--- config.mk ---
export PLATFORM = sky130hd
export DESIGN_NAME = pipe_control_unit_flat
export DESIGN_NICKNAME = d
export VERILOG_FILES = /design/src/rtl/pipe_control_unit_if.sv /design/src/rtl/pipe_control_unit.sv /design/src/flat_wrapper.sv
export SDC_FILE = /design/constraint.sdc
export NUM_CORES = 1
export LEC_CHECK = 0
export ABC_CLOCK_PERIOD_IN_PS = 4400
export BUFFER_PORTS_ARGS = -buffer_cell sky130_fd_sc_hd__buf_4
export CAP_MARGIN = 5
export CORE_ASPECT_RATIO = 2
export CORE_MARGIN = 2
export CORE_UTILIZATION = 50
export DETAILED_ROUTE_END_ITERATION = 10
export GPL_TIMING_DRIVEN = 0
export PLACE_DENSITY_LB_ADDON = 0.25
export SLEW_MARGIN = 10
export SYNTH_ARGS = -nofsm -noshare
export SYNTH_HDL_FRONTEND = slang
export SYNTH_SLANG_ARGS = --single-unit
--- constraint.sdc ---
create_clock -name Clk -period 4.4 [get_ports Clk]
set_input_delay 0.88 -clock Clk [delete_from_list [all_inputs] [get_ports Clk]]
set_output_delay 0.88 -clock Clk [all_outputs]
set_load 0.03 [all_outputs]
--- src/rtl/pipe_control_unit_if.sv ---
// rtl/pipe_control_unit_if.sv - IF/ID-to-ID/EX control handshake bundle
// Ports: Opcode, Valid_in, Stall_in, Flush from the upstream side;
//        Ready_out, Valid_out, decoded control fields, LaneMask, Illegal,
//        Mul_busy, Bubble_cnt from the control unit.
interface pipe_control_unit_if #(
   parameter int LANES = 2,
   parameter int CNT_W = 16
);
   logic [5:0]       Opcode;
   logic             Valid_in;
   logic             Stall_in;
   logic             Flush;
   logic             Ready_out;
   logic             Valid_out;
   logic [1:0]       RegDst;
   logic             Jump;
   logic             Branch;
   logic             MemRead;
   logic             MemtoReg;
   logic             RegWrite;
   logic             ALUSrc;
   logic             D_addi;
   logic [2:0]       ALUOp;
   logic [LANES-1:0] LaneMask;
   logic             Illegal;
   logic             Mul_busy;
   logic [CNT_W-1:0] Bubble_cnt;

   modport master (
      output Opcode, Valid_in, Stall_in, Flush,
      input  Ready_out, Valid_out, RegDst, Jump, Branch, MemRead, MemtoReg,
             RegWrite, ALUSrc, D_addi, ALUOp, LaneMask, Illegal, Mul_busy,
             Bubble_cnt
   );

   modport slave (
      input  Opcode, Valid_in, Stall_in, Flush,
      output Ready_out, Valid_out, RegDst, Jump, Branch, MemRead, MemtoReg,
             RegWrite, ALUSrc, D_addi, ALUOp, LaneMask, Illegal, Mul_busy,
             Bubble_cnt
   );
endinterface

--- src/rtl/pipe_control_unit.sv ---
// rtl/pipe_control_unit.sv - registered ID-stage main control with mul occupancy
// Ports: Clk, Rst_n (async, active low); bus (slave modport): opcode and
//        stall/flush in, registered ID/EX control word, lane mask, illegal
//        pulse, multiply-busy flag, saturating bubble counter out.
module pipe_control_unit #(
   parameter int LANES      = 2,
   parameter int MUL_CYCLES = 3,
   parameter int CNT_W      = 16
) (
   input  logic               Clk,
   input  logic               Rst_n,
   pipe_control_unit_if.slave bus
);
   localparam int MC_W = (MUL_CYCLES > 1) ? $clog2(MUL_CYCLES) : 1;

   typedef struct packed {
      logic [1:0]       reg_dst;
      logic             jump;
      logic             branch;
      logic             mem_read;
      logic             mem_to_reg;
      logic [2:0]       alu_op;
      logic             alu_src;
      logic             reg_write;
      logic             d_addi;
      logic [LANES-1:0] lane_mask;
   } ctrl_t;

   typedef enum logic {S_IDLE = 1'b0, S_MUL = 1'b1} state_t;

   state_t            state_q, state_nx;
   logic [MC_W-1:0]   cnt_q, cnt_nx;
   ctrl_t             word_q, word_nx, dec;
   logic              valid_q, valid_nx;
   logic              illegal_q, illegal_nx;
   logic [CNT_W-1:0]  bcnt_q;
   logic              bump;
   logic              dec_legal, dec_mul;

   // Opcode decode; packed ops (Opcode[5:4]==11) override the scalar table.
   always_comb begin
      dec       = '0;
      dec_legal = 1'b1;
      dec_mul   = 1'b0;
      if (bus.Opcode[5:4] == 2'b11) begin
         dec.reg_dst   = 2'b01;
         dec.reg_write = 1'b1;
         dec.lane_mask = '1;
      end else begin
         dec.lane_mask = LANES'(1);
         case (bus.Opcode)
            6'b000000: begin dec.reg_dst = 2'b01; dec.reg_write = 1'b1; end
            6'b001000: begin dec.alu_op = 3'b010; dec.alu_src = 1'b1; dec.reg_write = 1'b1; end
            6'b001110: begin
               dec.alu_op = 3'b010; dec.alu_src = 1'b1; dec.reg_write = 1'b1;
               dec.d_addi = 1'b1;   dec.lane_mask = '1;
            end
            6'b001111: begin dec.reg_dst = 2'b01; dec.jump = 1'b1; dec.alu_op = 3'b111; dec.reg_write = 1'b1; end
            6'b011100: begin dec.reg_dst = 2'b01; dec.alu_op = 3'b001; dec.reg_write = 1'b1; dec_mul = 1'b1; end
            6'b100011: begin
               dec.mem_read = 1'b1; dec.mem_to_reg = 1'b1; dec.alu_op = 3'b011;
               dec.alu_src  = 1'b1; dec.reg_write  = 1'b1;
            end
            6'b000100: begin dec.reg_dst = 2'b01; dec.branch = 1'b1; dec.alu_op = 3'b100; end
            6'b000101: begin dec.reg_dst = 2'b01; dec.branch = 1'b1; dec.alu_op = 3'b101; end
            6'b000010: begin dec.reg_dst = 2'b01; dec.jump = 1'b1; dec.alu_op = 3'b111; end
            default: begin dec = '0; dec_legal = 1'b0; end
         endcase
      end
   end

   // State register plus all registered outputs.
   always_ff @(posedge Clk or negedge Rst_n) begin
      if (!Rst_n) begin
         state_q   <= S_IDLE;
         cnt_q     <= '0;
         word_q    <= '0;
         valid_q   <= 1'b0;
         illegal_q <= 1'b0;
         bcnt_q    <= '0;
      end else begin
         state_q   <= state_nx;
         cnt_q     <= cnt_nx;
         word_q    <= word_nx;
         valid_q   <= valid_nx;
         illegal_q <= illegal_nx;
         if (bump && !(&bcnt_q))
            bcnt_q <= bcnt_q + 1'b1;
      end
   end

   // Next state: cnt_q counts the remaining mul cycles after the current one.
   always_comb begin
      state_nx = state_q;
      cnt_nx   = cnt_q;
      if (bus.Flush) begin
         state_nx = S_IDLE;
         cnt_nx   = '0;
      end else if (state_q == S_MUL) begin
         cnt_nx = cnt_q - 1'b1;
         if (cnt_q == MC_W'(1))
            state_nx = S_IDLE;
      end else if (bus.Valid_in && !bus.Stall_in && dec_mul && (MUL_CYCLES > 1)) begin
         state_nx = S_MUL;
         cnt_nx   = MC_W'(MUL_CYCLES - 1);
      end
   end

   // Next control word; while busy the mul word is held unchanged.
   always_comb begin
      word_nx    = word_q;
      valid_nx   = 1'b0;
      illegal_nx = 1'b0;
      bump       = 1'b0;
      if (bus.Flush) begin
         word_nx = '0;
         bump    = 1'b1;
      end else if (state_q == S_MUL) begin
         valid_nx = (cnt_q == MC_W'(1));
      end else if (bus.Stall_in || !bus.Valid_in) begin
         word_nx = '0;
         bump    = bus.Stall_in;
      end else if (dec_legal) begin
         word_nx  = dec;
         valid_nx = !(dec_mul && (MUL_CYCLES > 1));
      end else begin
         word_nx    = '0;
         illegal_nx = 1'b1;
      end
   end

   assign bus.Ready_out  = (state_q != S_MUL);
   assign bus.Mul_busy   = (state_q == S_MUL);
   assign bus.Valid_out  = valid_q;
   assign bus.Illegal    = illegal_q;
   assign bus.Bubble_cnt = bcnt_q;
   assign bus.RegDst     = word_q.reg_dst;
   assign bus.Jump       = word_q.jump;
   assign bus.Branch     = word_q.branch;
   assign bus.MemRead    = word_q.mem_read;
   assign bus.MemtoReg   = word_q.mem_to_reg;
   assign bus.ALUOp      = word_q.alu_op;
   assign bus.ALUSrc     = word_q.alu_src;
   assign bus.RegWrite   = word_q.reg_write;
   assign bus.D_addi     = word_q.d_addi;
   assign bus.LaneMask   = word_q.lane_mask;
endmodule

--- src/flat_wrapper.sv ---
// flat-port wrapper written by rule: the top's interface ports become plain ports
module pipe_control_unit_flat 
#(
   parameter int LANES      = 2,
   parameter int MUL_CYCLES = 3,
   parameter int CNT_W      = 16
)
  (Clk, Rst_n, bus_Opcode, bus_Valid_in, bus_Stall_in, bus_Flush, bus_Ready_out, bus_Valid_out, bus_RegDst, bus_Jump, bus_Branch, bus_MemRead, bus_MemtoReg, bus_RegWrite, bus_ALUSrc, bus_D_addi, bus_ALUOp, bus_LaneMask, bus_Illegal, bus_Mul_busy, bus_Bubble_cnt);
  pipe_control_unit_if #(.LANES(LANES), .CNT_W(CNT_W)) bus_i ();
  input  logic Clk;
  input  logic Rst_n;
  input wire logic [$bits(bus_i.Opcode)-1:0] bus_Opcode;
  input wire logic [$bits(bus_i.Valid_in)-1:0] bus_Valid_in;
  input wire logic [$bits(bus_i.Stall_in)-1:0] bus_Stall_in;
  input wire logic [$bits(bus_i.Flush)-1:0] bus_Flush;
  output wire logic [$bits(bus_i.Ready_out)-1:0] bus_Ready_out;
  output wire logic [$bits(bus_i.Valid_out)-1:0] bus_Valid_out;
  output wire logic [$bits(bus_i.RegDst)-1:0] bus_RegDst;
  output wire logic [$bits(bus_i.Jump)-1:0] bus_Jump;
  output wire logic [$bits(bus_i.Branch)-1:0] bus_Branch;
  output wire logic [$bits(bus_i.MemRead)-1:0] bus_MemRead;
  output wire logic [$bits(bus_i.MemtoReg)-1:0] bus_MemtoReg;
  output wire logic [$bits(bus_i.RegWrite)-1:0] bus_RegWrite;
  output wire logic [$bits(bus_i.ALUSrc)-1:0] bus_ALUSrc;
  output wire logic [$bits(bus_i.D_addi)-1:0] bus_D_addi;
  output wire logic [$bits(bus_i.ALUOp)-1:0] bus_ALUOp;
  output wire logic [$bits(bus_i.LaneMask)-1:0] bus_LaneMask;
  output wire logic [$bits(bus_i.Illegal)-1:0] bus_Illegal;
  output wire logic [$bits(bus_i.Mul_busy)-1:0] bus_Mul_busy;
  output wire logic [$bits(bus_i.Bubble_cnt)-1:0] bus_Bubble_cnt;
  assign bus_i.Opcode = bus_Opcode;
  assign bus_i.Valid_in = bus_Valid_in;
  assign bus_i.Stall_in = bus_Stall_in;
  assign bus_i.Flush = bus_Flush;
  assign bus_Ready_out = bus_i.Ready_out;
  assign bus_Valid_out = bus_i.Valid_out;
  assign bus_RegDst = bus_i.RegDst;
  assign bus_Jump = bus_i.Jump;
  assign bus_Branch = bus_i.Branch;
  assign bus_MemRead = bus_i.MemRead;
  assign bus_MemtoReg = bus_i.MemtoReg;
  assign bus_RegWrite = bus_i.RegWrite;
  assign bus_ALUSrc = bus_i.ALUSrc;
  assign bus_D_addi = bus_i.D_addi;
  assign bus_ALUOp = bus_i.ALUOp;
  assign bus_LaneMask = bus_i.LaneMask;
  assign bus_Illegal = bus_i.Illegal;
  assign bus_Mul_busy = bus_i.Mul_busy;
  assign bus_Bubble_cnt = bus_i.Bubble_cnt;
  pipe_control_unit #(.LANES(LANES), .MUL_CYCLES(MUL_CYCLES), .CNT_W(CNT_W)) u_core (.Clk(Clk), .Rst_n(Rst_n), .bus(bus_i));
endmodule
**Yosys cells after proc, flatten, opt, wreduce, memory -nomap -nowiden**

Index checks and enable logic that the tools add are counted.

- Register bits after elaboration: 35
- Logic and storage cells: 87
- Output and inout bits: 34
- Input port bits: 11

- Bitwise logic cells: 1
- Add/sub/neg operators: 2
- Reductions and logical operators: 19
- Eq/ne operators: 11
- Multiplexer cells: 39

Operators with widths:

| kind | count |
|---|---|
| $mux W14 | 3 |
| $mux W1 | 27 |
| $eq A6 B4 Y1 const B | 3 |
| $pmux W3 S6 | 1 |
| $add A16 B1 Y16 const B | 1 |
| $reduce_and A16 Y1 | 1 |
| $mux W13 | 1 |
| $eq A6 B3 Y1 const B | 2 |
| $reduce_or A6 Y1 | 2 |
| $mux W2 | 5 |
| $reduce_or A9 Y1 | 1 |
| $mux W8 | 1 |
| $reduce_or A8 Y1 | 1 |
| $eq A6 B2 Y1 const B | 1 |
| $eq A6 B5 Y1 const B | 1 |
| $eq A6 B6 Y1 const B | 1 |
| $logic_not A6 Y1 | 1 |
| $pmux W3 S2 | 1 |
| $reduce_or A2 Y1 | 3 |
| $logic_not A1 Y1 | 4 |
| $logic_and A1 B1 Y1 | 3 |
| $reduce_bool A3 Y1 | 1 |
| $reduce_or A3 Y1 | 1 |
| $eq A2 B1 Y1 const B | 1 |
| 5 further kinds | 5 |

**Depth between registers and ports, before layout**

Gate-level depths: netlist of the first run.

- Word-level depth: 8
- Gate-level depth with buffers: 5
- Gate-level depth less buffers: 5

**Worst setup path after synthesis of the first run**

Ideal clock, no wire load.

- Path type: input-to-reg
- From: in bus_Opcode[0]
- To: reg u_core.state_q, in the netlist u_core.bus.Mul_busy
- Arrival time: 2.144 ns
- Data required time: 4.331 ns
- Setup time: 0.069 ns
- Path slack: 2.187 ns
- Buffers on the path: 0
- Cell stages on the path: 4
- Path through: or3b_1 > or4_4 > mux2_4 > nor2_2

- Cells in the longest elaborated chain, start to end: 7

Ends and longest elaborated chain:

| element | line | source |
|---|---|---|
| start, declared | flat_wrapper.sv:12 | `input wire logic [$bits(bus_i.Opcode)-1:0] bus_Opcode;` |
| $eq A6 B5 Y1 | pipe_control_unit.sv:51 | `case (bus.Opcode)` |
| $mux W1 | pipe_control_unit.sv:51 |  |
| $mux W1 | pipe_control_unit.sv:45 | `if (bus.Opcode[5:4] == 2'b11) begin` |
| $logic_and A1 B1 Y1 | pipe_control_unit.sv:103 | `end else if (bus.Valid_in && !bus.Stall_in && dec_mul && (MUL_CYCLES > 1)) begin` |
| $mux W1 | pipe_control_unit.sv:103 |  |
| $mux W1 | pipe_control_unit.sv:99 | `end else if (state_q == S_MUL) begin` |
| $mux W1 | pipe_control_unit.sv:96 | `if (bus.Flush) begin` |
| via u_core.state_nx | pipe_control_unit.sv:31 | `state_t state_q, state_nx;` |
| end signal, assigned | pipe_control_unit.sv:82 | `state_q <= state_nx;` |
| end, declared | pipe_control_unit.sv:31 |  |

The timed path passes the listed nets, and every way through them passes these cells.
A chain may end at the register's enable or synchronous reset.

**Worst setup path in the final report of the first run**

- From: in bus_Opcode[3]
- To: reg u_core.word_q (netlist bit u_core.bus.ALUOp[2])

- Cells in the longest elaborated chain, start to end: 8
- Elaborated cells between the ends (all ways): 20
- Classes of those cells: eq/ne: 8; mux: 8; reduce/logical: 4

Ends and longest elaborated chain:

| element | line | source |
|---|---|---|
| $eq A6 B4 Y1 (tied with other cells) | pipe_control_unit.sv:51 |  |
| $reduce_or A2 Y1 (no line) or $reduce_or A9 Y1 (tied branches) | - |  |
| $pmux W3 S6 or $mux W1 (tied branches) | pipe_control_unit.sv:51 |  |
| $mux W8 or $mux W1 (tied branches) | pipe_control_unit.sv:45 |  |
| $mux W13 (*) | pipe_control_unit.sv:123 | `end else if (dec_legal) begin` |
| $mux W14 (*) | pipe_control_unit.sv:120 | `end else if (bus.Stall_in \|\| !bus.Valid_in) begin` |
| $mux W14 (*) | pipe_control_unit.sv:118 | `end else if (state_q == S_MUL) begin` |
| $mux W14 (*) | pipe_control_unit.sv:115 | `if (bus.Flush) begin` |
| end signal, assigned | pipe_control_unit.sv:84 | `word_q <= word_nx;` |
| end, declared | pipe_control_unit.sv:33 | `ctrl_t word_q, word_nx, dec;` |

Mark *: on every way between the ends. The rest lies on a longest branch, timed or not. The select of a mux whose other input is x is not followed.

==> impl_metrics.toml, run 1 <==
[cells_and_area]
areaGrowthSynthToFinish_pct = 25.7
layout_commonest_cell = "buf_4"
n_antenna_cell = 0
layout_common_cells = "44 x buf_4, 33 x dfrtp_1, 15 x xor2_1, 12 x nand2_1"
drive_gt1_share_pct = 25.2
regArea_sq_um = 826
fin_area_sq_mm = 0.00224
multi_input_comb_area_sq_um = 898
instances_no_fill = 274
final.fill_count = 286
fin_nets = 238

[power_and_ir_drop]
power_leakage_nw = 0.987
clockPowerShare_pct = 21.8
ir_drop_mv = 0.286
p_sw_mw = 0.400
pwr-share-seq_pct = 43.4
p_int_mw = 0.602
pwr-share-comb_pct = 34.7
swShare_pct = 39.9
power_density_mw_per_mm2 = 448

[synthesis]
synth-edff-count = 0
synthesis.nets = 189
synthCells = 176
ys_ff_latch = 33
ys.flop_type = "dfrtp_1"
synthArstFlopShare_pct = 100
yosysWarnings = 0
synth_cell_type_count = 45
syn_area_sq_mm = 0.00178
syn_area_per_cell_sq_um = 10.1
ys_seq_area_share_pct = 46.4

[route]
vias = 1612
drtAntennaViolNets = 0
firstDrtPassIters = 4
viasPerCell = 5.88
wl_um = 4480
wl_per_cell_um = 16.3
drc = 0
first_iter_violations = 26

[timing]
fmax_mhz = 410
worst_pin_slew_ns = 0.824
maxSlewHeadroom_pct = 44.6
tns_ns = 0
hold_viol_final = 0
clock_skew_ns = 0.00562
rsz0062_at_grt = "no"
fin_hold_ws_ns = 0.491
period_share_pct = 55.5
period_needed_ns = 2.44
setup_viol = 0
slew_viol_final = 0

[flow_run]
maxCapViolCount = 0

[die]
ios = 45
rows = 30
core_sq_mm = 0.00342
initial_core_util_pct = 52.1
die_w_um = 46.2
dieHeight_um = 88.4
dieArea_sq_mm = 0.00408

[clocking]
clk_latency_ns = 0.28
htreeDepth = 2
cts_root_buf = "clkbuf_8"
clock-sinks = 33
cts_hold_buf = 0
postCtsSetupBuffers = 0
cts_buffers = 5
clk_pin_slew_ns = 0.07
cts_resized = 0
cts_buffer_depth = 2
cts_tree = "built"

[worst_setup_path]
worstPathArrival_ns = 2.66
cp_cell_sequence = "buf_4, clkbuf_1, nor4bb_1, o31ai_1, a21oi_1, a22o_1"
cp-start-kind = "primary input"
max_stage_delay_ns = 0.63
ff2ff_path_depth = 5
cp_data_required_time_ns = 4.62
r2r-start = "u_core.bus.Bubble_cnt[0]$_DFFE_PN0P_"
slowest_stage = "nor4bb_1"
path_class = "primary input to register"
endpoint_kind = "register"
crit_start = "bus_Opcode[3]"
crit_fanout = 10

[placement]
place_congestion = 0.877
dp_cells = 266
place_area_sq_mm = 0.00216
hpwl_um = 3480
numPortBuffers = 42

[global_route]
antenna_found_initial = 0
grt_max_degree = 34
grtUsageMet3_pct = 4.08
grt_busiest_layer = "met2"
grt_pass1_wl_um = 7300
grt_pass1_vias = 1593
gr-usage-all-layers_pct = 24.6
grtUsageMet1_pct = 25.6
overflow = 0
grtUsageMet2_pct = 43.2

[status]
status = "finished clean"

[min_path]
min_path_cells = 1
hold_class = "register to register"
worstHoldStart = "u_core.bus.Bubble_cnt[8]$_DFFE_PN0P_"
-- sequential cells by signal, summed over array words and instances, names as in the netlist --
register	count
u_core.bus.ALUOp	3
u_core.bus.ALUSrc	1
u_core.bus.Branch	1
u_core.bus.Bubble_cnt	16
u_core.bus.D_addi	1
u_core.bus.Illegal	1
u_core.bus.Jump	1
u_core.bus.LaneMask	2
u_core.bus.MemRead	1
u_core.bus.Mul_busy	1
u_core.bus.RegDst	1
u_core.bus.RegWrite	1
u_core.bus.Valid_out	1
u_core.cnt_q	2
-- per-layer routing --
| metal | vias to the layer above | share of wire (%) |
|---|---|---|
| met1 | 783 | 36 |
| met4 | 0 | 4.1 |
| met2 | 62 | 57 |
| met5 | - | 0 |
| met3 | 17 | 3.3 |
| li1 | 750 | - |
-- layout make-up --
| cell class | count | share of cell area [%] |
|---|---|---|
| sequential | 33 | 36.9 |
| timing repair buffer | 42 | 14.1 |
| buffer | 11 | 2.18 |
| clock buffer | 6 | 3.24 |
| inverter | 2 | 0.335 |
| clock inverter | 2 | 0.447 |
| multi-input combinational | 130 | 40.1 |
| tap | 48 | 2.68 |
-- path summary, 6_finish.rpt --
| check | endpoint | slack [ns] |
|---|---|---|
| worst max-delay path | u_core.bus.ALUOp[2]$_DFFE_PN0P_ | 1.96 |
| worst min-delay path | u_core.bus.Bubble_cnt[8]$_DFFE_PN0P_ | 0.49 |
| worst max register to register | u_core.bus.Bubble_cnt[1]$_DFFE_PN0P_ | 2.41 |
| worst min register to register | u_core.bus.Bubble_cnt[8]$_DFFE_PN0P_ | 0.49 |
| max in group asynchronous | u_core.bus.ALUOp[2]$_DFFE_PN0P_ | 3.57 |
| min in group asynchronous | u_core.bus.Bubble_cnt[10]$_DFFE_PN0P_ | 0.53 |
-- power groups by stage --
stage | registers, mW | clock network (mW) | logic, mW
3_5_place_dp | 0.440 | 0 | 0.349
5_1_grt | 0.445 | 0.242 | 0.376
2_1_floorplan | 0.529 | 0 | 0.118
3_3_place_gp | 0.432 | 0 | 0.344
4_1_cts | 0.434 | 0.225 | 0.350
6_report | 0.435 | 0.219 | 0.348
-- per-stage QoR --
stage               setup slack [ns]  total power, mW  utilization (%)
global route                    1.92             1.06             65.5
CTS                             2.04             1.01             65.5
floorplan                       2.19            0.647                -
detailed placement              1.76            0.789             63.1
global placement                1.79            0.776             63.1
finish                          1.96             1.00             65.5
-- critical path: cells and delay by family --
| family | cells | cell delay [ns] |
|---|---|---|
| and+or+nand+nor | 1 | 0.63 |
| buffers and inverters | 2 | 0.42 |
| AOI/OAI and AO/OA | 3 | 0.73 |
-- synth_stat cells, types with 2 or more instances --
master / instances / area [sq um]
a22o_1: 8 / 70.1
dfrtp_1: 33 / 826
xor2_1: 15 / 131
nor2_1: 9 / 33.8
nor4b_1: 4 / 35.0
nor4bb_1: 2 / 20.0
ha_1: 2 / 25.0
nand2_1: 12 / 45.0
clkbuf_1: 8 / 30.0
a32o_1: 3 / 30.0
nor2b_1: 2 / 12.5
o211ai_1: 2 / 15.0
inv_1: 2 / 7.51
and3_1: 3 / 18.8
nor4_1: 8 / 50.1
nor3b_1: 2 / 15.0
o21ai_0: 5 / 25.0
nor3_1: 8 / 40.0
a21oi_1: 4 / 20.0
o31ai_1: 4 / 30.0
or3_1: 2 / 12.5
nand3_1: 9 / 45.0
nand2b_1: 2 / 12.5
or4_1: 3 / 22.5
buf_4: 2 / 15.0
nand4_1: 3 / 18.8
-- cell families (layout without fill, tap and decap cells) --
kind of cell / Yosys count / after routing / synth area share [%]
other: 1 / 1 / 0.211
and+or+nand+nor: 76 / 76 / 25.6
DFF: 33 / 33 / 46.4
muxes: 2 / 2 / 1.48
adders and majority gates: 2 / 2 / 1.41
xor gates and xnor gates: 16 / 16 / 7.87
AOI/OAI and AO/OA: 33 / 33 / 13.8
buffers and inverters: 13 / 63 / 3.16
(Power assumes the default switching activity.)
==> run 2, diff against run 1 <==
--- a/config.mk
+++ b/config.mk
@@ -5,12 +5,12 @@
 export SDC_FILE = /design/constraint.sdc
 export NUM_CORES = 1
 export LEC_CHECK = 0
-export ABC_CLOCK_PERIOD_IN_PS = 4400
+export ABC_CLOCK_PERIOD_IN_PS = 2100
 export BUFFER_PORTS_ARGS = -buffer_cell sky130_fd_sc_hd__buf_4
 export CAP_MARGIN = 5
 export CORE_ASPECT_RATIO = 2
 export CORE_MARGIN = 2
-export CORE_UTILIZATION = 50
+export CORE_UTILIZATION = 47
 export DETAILED_ROUTE_END_ITERATION = 10
 export GPL_TIMING_DRIVEN = 0
 export PLACE_DENSITY_LB_ADDON = 0.25
==> constraint.sdc (replaced) <==
create_clock -name Clk -period 2.1 [get_ports Clk]
set_input_delay 0.42 -clock Clk [delete_from_list [all_inputs] [get_ports Clk]]
set_output_delay 0.42 -clock Clk [all_outputs]
set_load 0.03 [all_outputs]
==> run 2 against run 1 <==
Effect of this change:
- critical path type is now register to register
- setup slack worse by 1.8 ns
- largest power group unchanged
- sequential power grew 110%
- non-clock buffer count up 1
- die area increased by 6.0%
- clock skew is 0.0031 ns higher
- clock-buffer cell count is the same
- utilization shrank 2.2 points
- first-iteration DRC count increased by 46%
- hold slack lost 0.42 ns
- total power rose by 120%
- sequential share of layout area down 0.75 points
==> impl_metrics.toml, run 2 (synthesized netlist as in run 1, its figures left out) <==
[route]
wl_um = 4300
viasPerCell = 5.74
vias = 1585
drc = 0
drtAntennaViolNets = 0
firstDrtPassIters = 4
first_iter_violations = 38
wl_per_cell_um = 15.6

[die]
dieHeight_um = 91.0
initial_core_util_pct = 49.4
core_sq_mm = 0.00361
dieArea_sq_mm = 0.00433
rows = 31
ios = 45
die_w_um = 47.5

[flow_run]
maxCapViolCount = 0

[worst_setup_path]
worstPathArrival_ns = 2.15
path_class = "register to register"
regToRegSetupSlack_ns = 0.12
cp-start-kind = "register"
regToRegEndpoint = "u_core.bus.Bubble_cnt[1]$_DFFE_PN0P_"
cp_data_required_time_ns = 2.27
r2r-start = "u_core.bus.Bubble_cnt[0]$_DFFE_PN0P_"
crit_fanout = 8
endpoint_kind = "register"
ff2ff_path_depth = 6

[clocking]
cts_buffers = 5
cts_hold_buf = 0
clock-sinks = 33
htreeDepth = 2
cts_buffer_depth = 2
clk_latency_ns = 0.28
cts_root_buf = "clkbuf_8"
cts_tree = "built"
clk_pin_slew_ns = 0.07
cts_resized = 0

[timing]
clock_skew_ns = 0.00876
slew_viol_final = 0
maxSlewHeadroom_pct = 50.5
setup_viol = 0
worst_pin_slew_ns = 0.736
period_needed_ns = 1.98
tns_ns = 0
setup_slack_ns = 0.125
fin_hold_ws_ns = 0.0744
hold_viol_final = 0
fmax_mhz = 506
period_share_pct = 94.1
rsz0062_at_grt = "no"

[placement]
numPortBuffers = 42
place_area_sq_mm = 0.00216
dp_cells = 267
hpwl_um = 3290
place_congestion = 0.878
dp_slack_ns = 0.0800

[cells_and_area]
areaGrowthSynthToFinish_pct = 28.3
fin_nets = 239
layout_common_cells = "45 x buf_4, 33 x dfrtp_1, 15 x xor2_1, 12 x nand2_1"
n_antenna_cell = 0
layout_commonest_cell = "buf_4"
drive_gt1_share_pct = 26.0
largest_reg_flops = 16
instances_no_fill = 276
post-route-util_pct = 63.3
fin_area_sq_mm = 0.00228

[global_route]
grt_pass1_wl_um = 6940
grt_pass1_vias = 1545
gr-usage-all-layers_pct = 21.7
antenna_found_initial = 0
grt_max_degree = 34
overflow = 0

[power_and_ir_drop]
power_density_mw_per_mm2 = 983
ir_drop_mv = 0.644
power_leakage_nw = 1.01
totalPowerFinal_mw = 2.25

[status]
status = "finished clean"

[min_path]
hold_class = "primary input to asynchronous set/reset pin"
-- run 2: cell types whose count changed in the layout (fill, tap and decap cells not counted) --
| cell | change |
|---|---|
| buf_4 | +1 |
| clkinvlp_4 | +1 |
| clkbuf_8 | +1 |
| clkbuf_1 | -1 |
| bufinv_16 | +1 |
| clkinv_2 | -2 |
-- run 2: worst max-delay path by stage --
stage                                               from                                    to  slack (ns)  cells past startpoint
floorplan           u_core.bus.Bubble_cnt[0]$_DFFE_PN0P_  u_core.bus.Bubble_cnt[1]$_DFFE_PN0P_        0.19                      5
global placement                               bus_Flush      u_core.bus.RegDst[0]$_DFFE_PN0P_        0.07                      5
CTS                 u_core.bus.Bubble_cnt[0]$_DFFE_PN0P_  u_core.bus.Bubble_cnt[1]$_DFFE_PN0P_        0.07                      5
finish              u_core.bus.Bubble_cnt[0]$_DFFE_PN0P_  u_core.bus.Bubble_cnt[1]$_DFFE_PN0P_        0.12                      6
detailed placement  u_core.bus.Bubble_cnt[0]$_DFFE_PN0P_  u_core.bus.Bubble_cnt[1]$_DFFE_PN0P_        0.08                      5
global route        u_core.bus.Bubble_cnt[0]$_DFFE_PN0P_  u_core.bus.Bubble_cnt[1]$_DFFE_PN0P_       0.006                      6
-- run 2: worst max-delay path, stage by stage (launching register included) --
cell and delay, ns:
dfrtp_1 0.44, ha_1 0.21, nand4_1 0.34, nor4_4 0.31, buf_4 0.20, nor2_1 0.07, mux2_2 0.29
-- run 2: per-layer routing --
| metal | vias to the layer above | part of all wire, % | GRT usage [%] |
|---|---|---|---|
| met3 | 15 | 2.7 | 2.98 |
| met5 | - | 0 | 0 |
| met4 | 0 | 3.6 | 11.3 |
| met1 | 763 | 37 | 22.4 |
| met2 | 47 | 57 | 38.3 |
| li1 | 760 | - | - |
-- run 2: layout make-up --
cell class | count | area [sq um]
Fill cell | 317 | 1320
Inverter | 2 | 7.51
Timing Repair Buffer | 43 | 323
Multi-Input combinational cell | 130 | 898
Clock inverter | 2 | 37.5
Buffer | 11 | 48.8
Tap cell | 49 | 61.3
Sequential cell | 33 | 826
Clock buffer | 6 | 82.6
-- run 2: what timing repair did --
item / CTS / global route
buffers inserted: 0 / 1
setup endpoints to repair: 0 / 1
endpoints found under the hold margin: 0 / 0
-- run 2: power breakdown --
group / switching (mW) / total, mW / internal (mW)
clock network: 0.231 / 0.616 / 0.386
registers: 0.160 / 0.909 / 0.749
logic: 0.439 / 0.722 / 0.283
total: 0.830 / 2.25 / 1.42
==> run 3, diff against run 2 <==
--- a/config.mk
+++ b/config.mk
@@ -10,7 +10,8 @@
 export CAP_MARGIN = 5
 export CORE_ASPECT_RATIO = 2
 export CORE_MARGIN = 2
-export CORE_UTILIZATION = 47
+export CORE_UTILIZATION = 49
+export CTS_BUF_LIST = sky130_fd_sc_hd__clkbuf_4
 export DETAILED_ROUTE_END_ITERATION = 10
 export GPL_TIMING_DRIVEN = 0
 export PLACE_DENSITY_LB_ADDON = 0.25
==> run 3 against run 2 <==
Effect of this change:
- register-to-register slack got worse by 0.02 ns
- sequential share of layout area grew 0.69 points
- critical path depth down 1
- sequential power down 0.4%
- via count increased by 1.5%
- maximum frequency down 0.93%
- non-clock buffer count up 3
- first-iteration DRC count decreased by 5.3%
- die area down 3.8%
- clock skew increased by 0.0064 ns
- clock-buffer cell count is the same
- utilization is 0.50 points lower
- largest cell class unchanged
==> impl_metrics.toml, run 3 (synthesized netlist as in run 1, its figures left out) <==
[worst_setup_path]
critPathBufInv = 0
cp_data_required_time_ns = 2.31
cp-start-kind = "register"
cp_cell_sequence = "ha_1, nand4_1, nor4_4, nor2_1, mux2_2"
crit_start = "u_core.bus.Bubble_cnt[0]$_DFFE_PN0P_"
path_class = "register to register"
worstPathArrival_ns = 2.21
slowest_stage = "nor4_4"
r2r-start = "u_core.bus.Bubble_cnt[0]$_DFFE_PN0P_"
cp_num_cells = 5
max_stage_delay_ns = 0.45
crit_fanout = 7
endpoint_kind = "register"
regToRegEndpoint = "u_core.bus.Bubble_cnt[1]$_DFFE_PN0P_"
crit_family = "simple AND/OR/NAND/NOR gates"
ff2ff_path_depth = 5
regToRegSetupSlack_ns = 0.11
cp-endpoint = "u_core.bus.Bubble_cnt[1]$_DFFE_PN0P_"

[power_and_ir_drop]
power_density_mw_per_mm2 = 883
power_leakage_nw = 0.999
ir_drop_mv = 0.464

[die]
ios = 45
dieHeight_um = 89.2
dieArea_sq_mm = 0.00416
die_w_um = 46.6
core_sq_mm = 0.00357
initial_core_util_pct = 49.9
rows = 31

[timing]
clock_skew_ns = 0.0152
fmax_mhz = 502
hold_viol_final = 0
period_share_pct = 94.9
worst_pin_slew_ns = 0.730
maxSlewHeadroom_pct = 50.9
tns_ns = 0
period_needed_ns = 1.99
slew_viol_final = 0
setup_viol = 0
setup_slack_ns = 0.106

[cells_and_area]
instances_no_fill = 279
layout_commonest_cell = "buf_4"
areaGrowthSynthToFinish_pct = 25.9
n_antenna_cell = 0
largest_reg_flops = 16
fin_nets = 242
layout_common_cells = "48 x buf_4, 33 x dfrtp_1, 15 x xor2_1, 12 x nand2_1"
drive_gt1_share_pct = 27.0
fin_area_sq_mm = 0.00224
final.fill_count = 319

[route]
drc = 0
viasPerCell = 5.76
firstDrtPassIters = 4
drtAntennaViolNets = 0
wl_per_cell_um = 14.7
first_iter_violations = 36
wl_um = 4110
vias = 1608

[global_route]
antenna_found_initial = 0
overflow = 0
grt_max_degree = 34
grt_pass1_wl_um = 6640
gr-usage-all-layers_pct = 21.8
grt_pass1_vias = 1499

[clocking]
cts_root_buf = "clkbuf_4"
postCtsSetupBuffers = 0
cts_hold_buf = 0
htreeDepth = 2
clk_latency_ns = 0.33
cts_buffers = 5
cts_resized = 0
clock-sinks = 33
cts_tree = "built"
cts_buffer_depth = 2
clk_pin_slew_ns = 0.11

[min_path]
hold_class = "primary input to asynchronous set/reset pin"

[placement]
place_area_sq_mm = 0.00216
dp_slack_ns = 0.0686
place_congestion = 0.796
numPortBuffers = 42
dp_cells = 267
hpwl_um = 3090

[status]
status = "finished clean"

[flow_run]
maxCapViolCount = 0
## run 3: worst min-delay path by stage
stage | startpoint | end | slack, ns | cells after the start
2_1_floorplan | Rst_n | u_core.bus.ALUOp[0]$_DFFE_PN0P_ | 0.12 | 0
3_3_place_gp | Rst_n | u_core.bus.Bubble_cnt[4]$_DFFE_PN0P_ | 0.38 | 1
3_5_place_dp | Rst_n | u_core.bus.Bubble_cnt[4]$_DFFE_PN0P_ | 0.38 | 1
4_1_cts | Rst_n | u_core.bus.Bubble_cnt[4]$_DFFE_PN0P_ | 0.02 | 1
5_1_grt | Rst_n | u_core.bus.Mul_busy$_DFF_PN0_ | 0.02 | 1
6_report | Rst_n | u_core.bus.Bubble_cnt[4]$_DFFE_PN0P_ | 0.0005 | 1
## run 3: layout make-up
type,count,area [sq um],share of cell area [%]
Tap cell,49,61.3,2.73
Clock inverter,2,10.0,0.446
Sequential cell,33,826,36.8
Multi-Input combinational cell,130,898,40.1
Timing Repair Buffer,46,345,15.4
Clock buffer,6,45.0,2.01
Buffer,11,48.8,2.18
Inverter,2,7.51,0.335
## run 3: through the flow
stage / utilization, % / power, mW / hold slack (ns)
after floorplan: - / 1.36 / 0.124
after detailed placement: 60.4 / 1.64 / 0.384
after global routing: 62.8 / 2.10 / 0.0205
after CTS: 62.0 / 1.99 / 0.0173
final: 62.8 / 1.98 / 0.000488
after global placement: 60.4 / 1.63 / 0.382
## run 3: report_power, final
group / switching, mW / internal, mW
Clock: 0.210 / 0.140
Combinational: 0.440 / 0.283
Sequential: 0.157 / 0.748
Total: 0.807 / 1.17
## run 3: routing by layer
layer  vias to the layer above  routed length (um)  GRT usage (%)
li1                        767                   -              -
met1                       781                1520           23.4
met2                        49                2330           39.0
met3                        11                 127           3.23
met4                         0                 139           11.4
met5                         -                   0              0
